## src/rtl/modadd_rr_sched.sv

```systemverilog
// Round-robin scheduler feeding one shared combinational modular adder.
// Two registered stages: operand/tag capture (S1) and a back-pressured response (S2).
module modadd_rr_sched #(
   parameter int unsigned       DATA_W = 64,
   parameter logic [DATA_W-1:0] M      = 64'hffff_ffff_0000_0001,
   parameter int unsigned       N_REQ  = 4,
   localparam int unsigned      ID_W   = $clog2(N_REQ)
) (
   input  logic                    clk,
   input  logic                    rst_n,
   input  logic [N_REQ-1:0]        req_valid,
   input  logic [N_REQ-1:0]        req_sub,
   input  logic [N_REQ*DATA_W-1:0] req_x,
   input  logic [N_REQ*DATA_W-1:0] req_y,
   output logic [N_REQ-1:0]        req_ready,
   output logic [DATA_W-1:0]       add_x,
   output logic [DATA_W-1:0]       add_y,
   input  logic [DATA_W-1:0]       add_z,
   output logic                    rsp_valid,
   input  logic                    rsp_ready,
   output logic [DATA_W-1:0]       rsp_data,
   output logic [ID_W-1:0]         rsp_id,
   output logic [31:0]             op_cnt
);

   logic              s1_valid_q, s1_valid_d;
   logic [DATA_W-1:0] add_x_q, add_x_d, add_y_q, add_y_d;
   logic [ID_W-1:0]   s1_id_q, s1_id_d;
   logic              rsp_valid_q, rsp_valid_d;
   logic [DATA_W-1:0] rsp_data_q, rsp_data_d;
   logic [ID_W-1:0]   rsp_id_q, rsp_id_d;
   logic [31:0]       op_cnt_q, op_cnt_d;
   logic [ID_W-1:0]   ptr_q, ptr_d;

   logic [DATA_W-1:0] lane_x [N_REQ];
   logic [DATA_W-1:0] lane_y [N_REQ];

   logic              s2_adv, s1_adv, accept;
   logic              grant_vld;
   logic [ID_W-1:0]   grant_idx, scan_idx;
   logic [N_REQ-1:0]  grant_oh;
   logic [DATA_W-1:0] x_sel, y_sel, y_eff;

   for (genvar g = 0; g < N_REQ; g++) begin : g_lane
      assign lane_x[g] = req_x[g*DATA_W +: DATA_W];
      assign lane_y[g] = req_y[g*DATA_W +: DATA_W];
   end

   assign s2_adv = ~rsp_valid_q | rsp_ready;
   assign s1_adv = ~s1_valid_q | s2_adv;

   // Scan starts just past the last winner so the previous grantee has lowest priority.
   always_comb begin
      grant_vld = 1'b0;
      grant_idx = '0;
      scan_idx  = '0;
      grant_oh  = '0;
      for (int unsigned k = 1; k <= N_REQ; k++) begin
         scan_idx = ID_W'((32'(ptr_q) + k) % N_REQ);
         if (!grant_vld && req_valid[scan_idx]) begin
            grant_vld = 1'b1;
            grant_idx = scan_idx;
         end
      end
      if (grant_vld) grant_oh[grant_idx] = 1'b1;
   end

   assign req_ready = grant_oh & {N_REQ{s1_adv}};
   assign accept    = grant_vld & s1_adv;
   assign x_sel     = lane_x[grant_idx];
   assign y_sel     = lane_y[grant_idx];
   assign y_eff     = req_sub[grant_idx] ? ((y_sel == '0) ? '0 : M - y_sel) : y_sel;

   always_comb begin
      s1_valid_d  = s1_valid_q;
      add_x_d     = add_x_q;
      add_y_d     = add_y_q;
      s1_id_d     = s1_id_q;
      ptr_d       = ptr_q;
      rsp_valid_d = rsp_valid_q;
      rsp_data_d  = rsp_data_q;
      rsp_id_d    = rsp_id_q;
      op_cnt_d    = op_cnt_q + {31'd0, rsp_valid_q & rsp_ready};
      if (s1_adv) s1_valid_d = accept;
      if (accept) begin
         add_x_d = x_sel;
         add_y_d = y_eff;
         s1_id_d = grant_idx;
         ptr_d   = grant_idx;
      end
      if (s2_adv) begin
         rsp_valid_d = s1_valid_q;
         if (s1_valid_q) begin
            rsp_data_d = add_z;
            rsp_id_d   = s1_id_q;
         end
      end
   end

   always_ff @(posedge clk or negedge rst_n) begin
      if (!rst_n) begin
         s1_valid_q  <= 1'b0;
         add_x_q     <= '0;
         add_y_q     <= '0;
         s1_id_q     <= '0;
         rsp_valid_q <= 1'b0;
         rsp_data_q  <= '0;
         rsp_id_q    <= '0;
         op_cnt_q    <= '0;
         ptr_q       <= ID_W'(N_REQ - 1);
      end else begin
         s1_valid_q  <= s1_valid_d;
         add_x_q     <= add_x_d;
         add_y_q     <= add_y_d;
         s1_id_q     <= s1_id_d;
         rsp_valid_q <= rsp_valid_d;
         rsp_data_q  <= rsp_data_d;
         rsp_id_q    <= rsp_id_d;
         op_cnt_q    <= op_cnt_d;
         ptr_q       <= ptr_d;
      end
   end

   assign add_x     = add_x_q;
   assign add_y     = add_y_q;
   assign rsp_valid = rsp_valid_q;
   assign rsp_data  = rsp_data_q;
   assign rsp_id    = rsp_id_q;
   assign op_cnt    = op_cnt_q;

endmodule

```

## config.mk

```make
export PLATFORM = sky130hd
export DESIGN_NAME = modadd_rr_sched
export DESIGN_NICKNAME = d
export VERILOG_FILES = /design/src/rtl/modadd_rr_sched.sv
export SDC_FILE = /design/constraint.sdc
export NUM_CORES = 1
export LEC_CHECK = 0
export CAP_MARGIN = 30
export CORE_AREA = 2 2 317 319
export DETAILED_ROUTE_END_ITERATION = 16
export DIE_AREA = 0 0 319 321
export DONT_BUFFER_PORTS = 1
export PLACE_DENSITY = 0.3
export SLEW_MARGIN = 20
export SYNTH_ARGS = -nofsm -noshare
export SYNTH_HDL_FRONTEND = slang
export SYNTH_SLANG_ARGS = --single-unit
```

## constraint.sdc

```tcl
create_clock -name clk -period 11.2 [get_ports clk]
set_input_delay 2.8 -clock clk [delete_from_list [all_inputs] [get_ports clk]]
set_output_delay 2.8 -clock clk [all_outputs]
set_load 0.1 [all_outputs]
```

Word-level counts from Yosys, hierarchy flattened
Index checks and enable logic that the tools add are counted.

operators by class
  add/sub/neg operators = 6
  order comparisons = 7
  multiplexer cells = 29
  bitwise operators = 8
  reductions and logical operators = 9

operators by type and width
  operator                                                                       number
  64-bit two-way mux                                                             6
  64-bit binary-select mux with 2-bit select                                     2
  64-bit zero test                                                               1
  64-bit subtractor (first input constant)                                       1
  32-bit by 1-bit adder with 32-bit output                                       1
  2-bit by 3-bit less-than comparator with 1-bit output (second input constant)  5
  1-bit binary-select mux with 2-bit select                                      5
  1-bit two-way mux                                                              10
  2-bit two-way mux                                                              4
  2-bit by 1-bit adder with 2-bit output (second input constant)                 2
  2-bit adder (second input constant)                                            2
  4-bit AND                                                                      1
  1-bit logical AND                                                              4
  4-bit two-way mux                                                              1
  3-bit >= comparator (second input constant)                                    1
  1-bit zero test                                                                3
  2-bit inverter with 3-bit output                                               1
  1-bit AND                                                                      2
  1-bit demux with 2-bit select                                                  1
  2-bit by 1-bit >= comparator with 1-bit output (second input constant)         1
  1-bit inverter                                                                 2
  1-bit OR                                                                       2
  2-bit AND reduction                                                            1

word-level totals
  bits in registers = 232
  input bits = 587
  word-level logic and storage cells = 68

Depth between registers and ports, before layout
  word-level depth = 20
  depth in mapped cells = 23

Worst setup path before layout
Ideal clock, no wire load.

  kind = input -> output
  start = in req_valid[1]
  end = out req_ready[2]
  arrival time = 6879 ps
  required time = 8400 ps
  setup slack = 1521 ps
  stages = 11
  buffers on the path = 8
  cell sequence = or2_1 -> a311o_1 -> buf_6 -> buf_6 -> buf_6 -> buf_2 -> clkbuf_1 -> clkbuf_1 -> clkbuf_1 -> clkbuf_1 -> nor3_1

between the ends
  cells in the longest elaborated chain, start to end = 18

ends and longest elaborated chain
  element                                                                                                                                        RTL line  RTL
  start, declared                                                                                                                                11        input logic [N_REQ-1:0] req_valid,
  1-bit binary-select mux with 2-bit select                                                                                                      60        if (!grant_vld && req_valid[scan_idx]) begin
  1-bit two-way mux (not written as such)                                                                                                        60
  1-bit two-way mux                                                                                                                              60
  1-bit zero test                                                                                                                                60
  1-bit logical AND                                                                                                                              60
  1-bit two-way mux                                                                                                                              60
  1-bit zero test                                                                                                                                60
  1-bit logical AND                                                                                                                              60
  [... 2 more ...]                                                                                                                               n/a
  1-bit logical AND                                                                                                                              60
  2-bit two-way mux                                                                                                                              60
  2-bit by 3-bit less-than comparator with 1-bit output (not written as such) or 2-bit by 1-bit >= comparator with 1-bit output (tied branches)  65        if (grant_vld) grant_oh[grant_idx] = 1'b1;
  1-bit logical AND (not written as such)                                                                                                        65
  1-bit two-way mux (not written as such)                                                                                                        65
  1-bit demux with 2-bit select                                                                                                                  65
  4-bit two-way mux (*)                                                                                                                          65
  4-bit AND (*)                                                                                                                                  68        assign req_ready = grant_oh & {N_REQ{s1_adv}};
  end, declared                                                                                                                                  15        output logic [N_REQ-1:0] req_ready,

Every way passes the cells marked *; elsewhere a longest branch is shown, timed or not. The select of a mux whose other input is x is not followed.

Worst setup path in the final report
Same ends and word-level chain as after synthesis.

==> load_flow_metrics.sql <==
INSERT INTO impl_metrics (metric_group, metric, value, unit) VALUES
('synthesis', 'yosys.area.top_type', 'sky130_fd_sc_hd__dfrtp_1', ''),
('worst_setup_path', 'crit_path_start', 'req_valid[1]', ''),
('worst_setup_path', 'worst_reg2reg_path_depth', '13', ''),
('placed_design', 'globalplace.congestion', '0.985', ''),
('global_routing', 'grt_max_degree', '233', ''),
('synthesis', 'gate_count_post_synth', '1828', ''),
('pwr', 'power_density', '313', 'nW/µm²'),
('global_routing', 'grt_most_used_layer', 'met2', ''),
('clocking', 'cts_hold_buffers', '0', ''),
('global_routing', 'globalRouteMet3Util', '0.0524', ''),
('worst_hold_path', 'worst_hold_path.endpoint', 's1_id_q[0]', ''),
('timing', 'fin_setup_tns', '0', 'ns'),
('worst_setup_path', 'worst_path_max_delay_cell', 'sky130_fd_sc_hd__o21ai_0', ''),
('worst_setup_path', 'type_of_origin_of_the_critical_path', 'input port', ''),
('worst_setup_path', 'timing.rr.end', 'add_y[21]', ''),
('synthesis', 'synth-warning-count', '0', ''),
('worst_setup_path', 'setup.worst_path.end_class', 'output port', ''),
('worst_hold_path', 'hold_start', 's1_id_q[0]', ''),
('timing', 'hold_viol', '0', ''),
('timing', 'final_period_minus_worst_setup_slack', '8.03', 'ns'),
('job', 'maxCapViolations', '0', ''),
('timing', 'final.setup_skew', '0.0264', 'ns'),
('synthesis', 'synth-compound-area-share', '0.0767', ''),
('synthesis', 'area_fraction_of_the_dominant_cell_type_after_synthesis', '0.385', ''),
('die', 'initial_utilization', '0.151', ''),
('worst_setup_path', 'worstPathMaxFanout', '66', ''),
('die', 'std_cell_rows', '116', ''),
('synthesis', 'syn_nets', '2418', ''),
('die', 'die_y', '321', 'µm'),
('synthesis', 'synthXorXnorAreaFrac', '0.0522', ''),
('worst_setup_path', 'cp_data_arrival_time', '5.23', 'ns'),
('global_routing', 'wire_length_of_the_first_global_routing_pass', '113', 'mm'),
('timing', 'fin_max_slew_vios', '0', ''),
('synthesis', 'async_flop_share', '1.00', ''),
('clocking', 'max-clock-path-buffers', '3', ''),
('final_layout', 'post-route-cell-area', '18100', 'µm²'),
('clocking', 'cts.reportedPaths.clkPinSlew', '0.06', 'ns'),
('synthesis', 'synthFlopType', 'sky130_fd_sc_hd__dfrtp_1', ''),
('clocking', 'tritoncts', 'yes', ''),
('detailed_routing', 'drt_first_pass_iters', '5', ''),
('synthesis', 'synth.yosys.seq_area_share', '0.389', ''),
('final_layout', 'seqCellArea', '5810', 'µm²'),
('clocking', 'clkSinkCount', '232', ''),
('synthesis', 'synth.ff_latch_count', '232', ''),
('global_routing', 'antenna_found_initial', '13', ''),
('clocking', 'ctsHtreeMaxLevel', '2', ''),
('placed_design', 'dp_hpwl', '65.7', 'mm'),
('final_layout', 'synthToLayoutAreaGrowth', '21.3', '%'),
('die', 'fp.coreArea', '99300', 'µm²'),
('worst_setup_path', 'worst_path_dominant_cell_family', 'simple AND/OR/NAND/NOR gates', ''),
('synthesis', 'synthTopCellsByArea', 'sky130_fd_sc_hd__dfrtp_1 39%, sky130_fd_sc_hd__nand2_1 15%, sky130_fd_sc_hd__nand3_1 7.4%, sky130_fd_sc_hd__mux2_2 5.5%, sky130_fd_sc_hd__mux4_2 4.1%', ''),
('detailed_routing', 'first_iter_violations', '986', ''),
('worst_setup_path', 'critical_path.cell_chain', 'o21ai_0, nand3_4, buf_4, nor3_2, clkbuf_16', ''),
('timing', 'grt_setup_unrepaired', 'no', ''),
('synthesis', 'synth-adder-area-share', '0.00251', ''),
('detailed_routing', 'remaining_drc_errors', '0', ''),
('synthesis', 'synth_top_family_by_area', 'simple AND/OR/NAND/NOR gates', ''),
('clocking', 'cts_setup_buffers', '0', ''),
('worst_setup_path', 'reg2reg_setup_slack', '5.46', 'ns'),
('worst_setup_path', 'crit-reg2reg-launch', 'ptr_q[0]', ''),
('timing', 'fmax', '125', 'MHz'),
('final_layout', 'area_of_the_multi_input_gates', '8570', 'µm²'),
('global_routing', 'global_route.usage.total', '0.155', ''),
('clocking', 'ctsResizeCount', '0', ''),
('global_routing', 'groute.layer.met2.usage', '0.250', ''),
('detailed_routing', 'final_antenna_net_count', '0', ''),
('run_status', 'outcome', 'completed', ''),
('clocking', 'clock-root-buffer', 'sky130_fd_sc_hd__clkbuf_16', ''),
('synthesis', 'yosys.cell_types.count', '62', ''),
('pwr', 'power_leakage', '7.60', 'nW'),
('die', 'dieWidth', '319', 'µm');
power breakdown:
part / switching [mW] / internal [mW] / total, mW
clock network: 0.460 / 0.671 / 1.13
registers: 1.68 / 1.03 / 2.71
logic: 1.17 / 0.658 / 1.83
worst max-delay path by stage:
stage / slack, ns / endpoint / cells after the start
after floorplan: 1.52 / req_ready[2] / 11
after global placement: 3.22 / req_ready[2] / 5
after detailed placement: 3.00 / add_y[15] / 13
after CTS: 3.14 / req_ready[2] / 5
after global routing: 2.97 / req_ready[0] / 5
final: 3.17 / req_ready[2] / 5
synth_stat cells (21+ instances only):
library cell and instances:
sky130_fd_sc_hd__a31oi_1 29, sky130_fd_sc_hd__dfrtp_1 230, sky130_fd_sc_hd__mux2i_1 56, sky130_fd_sc_hd__o21ai_1 34, sky130_fd_sc_hd__nor3_1 33, sky130_fd_sc_hd__o31ai_1 27
sky130_fd_sc_hd__xnor2_1 45, sky130_fd_sc_hd__nand2_1 615, sky130_fd_sc_hd__buf_1 21, sky130_fd_sc_hd__xor2_1 44, sky130_fd_sc_hd__clkbuf_1 68, sky130_fd_sc_hd__mux4_2 27
sky130_fd_sc_hd__nand3_1 220, sky130_fd_sc_hd__mux2_2 73, sky130_fd_sc_hd__nor2_1 63, sky130_fd_sc_hd__o21ai_0 40, sky130_fd_sc_hd__and3_1 37
final cells by class:
class / count / area share
diodes: 3 / 0.000414
clock buffers: 47 / 0.0547
multi-input cells: 1462 / 0.473
flip-flops and latches: 232 / 0.321
repair buffers: 59 / 0.0517
clock inverters: 16 / 0.00842
well taps: 1298 / 0.0896
inverters: 8 / 0.00166
cell usage in the layout (no fill, tap or decap), types with 6 or more instances in the layout:
cell,instances
sky130_fd_sc_hd__nand2_1,613
sky130_fd_sc_hd__dfrtp_1,228
sky130_fd_sc_hd__nand3_1,220
sky130_fd_sc_hd__mux2_2,73
sky130_fd_sc_hd__nor2_1,61
sky130_fd_sc_hd__mux2i_1,56
sky130_fd_sc_hd__xnor2_1,45
sky130_fd_sc_hd__xor2_1,44
sky130_fd_sc_hd__o21ai_0,40
sky130_fd_sc_hd__clkbuf_16,38
sky130_fd_sc_hd__and3_1,37
sky130_fd_sc_hd__o21ai_1,33
sky130_fd_sc_hd__nor3_1,31
sky130_fd_sc_hd__a31oi_1,29
sky130_fd_sc_hd__o31ai_1,27
sky130_fd_sc_hd__mux4_2,27
sky130_fd_sc_hd__buf_16,24
sky130_fd_sc_hd__buf_4,20
sky130_fd_sc_hd__nor4_1,17
sky130_fd_sc_hd__a21oi_1,12
sky130_fd_sc_hd__nand4_1,10
sky130_fd_sc_hd__clkinv_2,10
sky130_fd_sc_hd__clkbuf_1,9
sky130_fd_sc_hd__nand2b_1,8
sky130_fd_sc_hd__inv_1,8
sky130_fd_sc_hd__buf_1,8
sky130_fd_sc_hd__or3_1,6
layer usage:
layer / vias to the layer above / share of wire
met5: - / 0.00019
met1: 6967 / 0.42
met4: 2 / 0.018
met2: 618 / 0.47
met3: 81 / 0.084
li1: 6253 / -
worst reg2reg max path, delay by kind of cell (launching register included):
| family | cells | cell delay [ns] |
|---|---|---|
| AOI/OAI and AO/OA | 4 | 1.33 |
| muxes | 2 | 0.43 |
| and+or+nand+nor | 4 | 1.67 |
| DFF | 1 | 0.57 |
| buffers and inverters | 3 | 1.59 |
metrics by stage:
| stage | instances | hold WS [ns] | setup WS, ns | utilization |
|---|---|---|---|---|
| floorplan | 1828 | 0.443 | 1.52 | - |
| global placement | 3022 | 0.463 | 3.22 | 0.164 |
| detailed placement | 3050 | 0.468 | 3.00 | 0.169 |
| CTS | 3113 | 0.483 | 3.14 | 0.181 |
| global route | 3123 | 0.512 | 2.97 | 0.183 |
| finish | 3125 | 0.479 | 3.17 | 0.183 |
flip-flops by register name, indices dropped and copies added, names as in the netlist:
| signal | cells |
|---|---|
| rsp_id | 2 |
| rsp_valid | 1 |
| s1_id_q | 2 |
| add_y | 64 |
| add_x | 64 |
| op_cnt | 32 |
| ptr_q | 2 |
| s1_valid_q | 1 |
| rsp_data | 64 |
cell families (layout without fill, tap and decap cells):
group	Yosys count	after routing
buf+inv	134	130
fa+ha+maj	3	3
mux	156	156
flops	232	232
xor+xnor	89	89
compound gates	177	177
other cells	0	3
simple gates	1037	1037
Power figures use the tool's default switching activity.
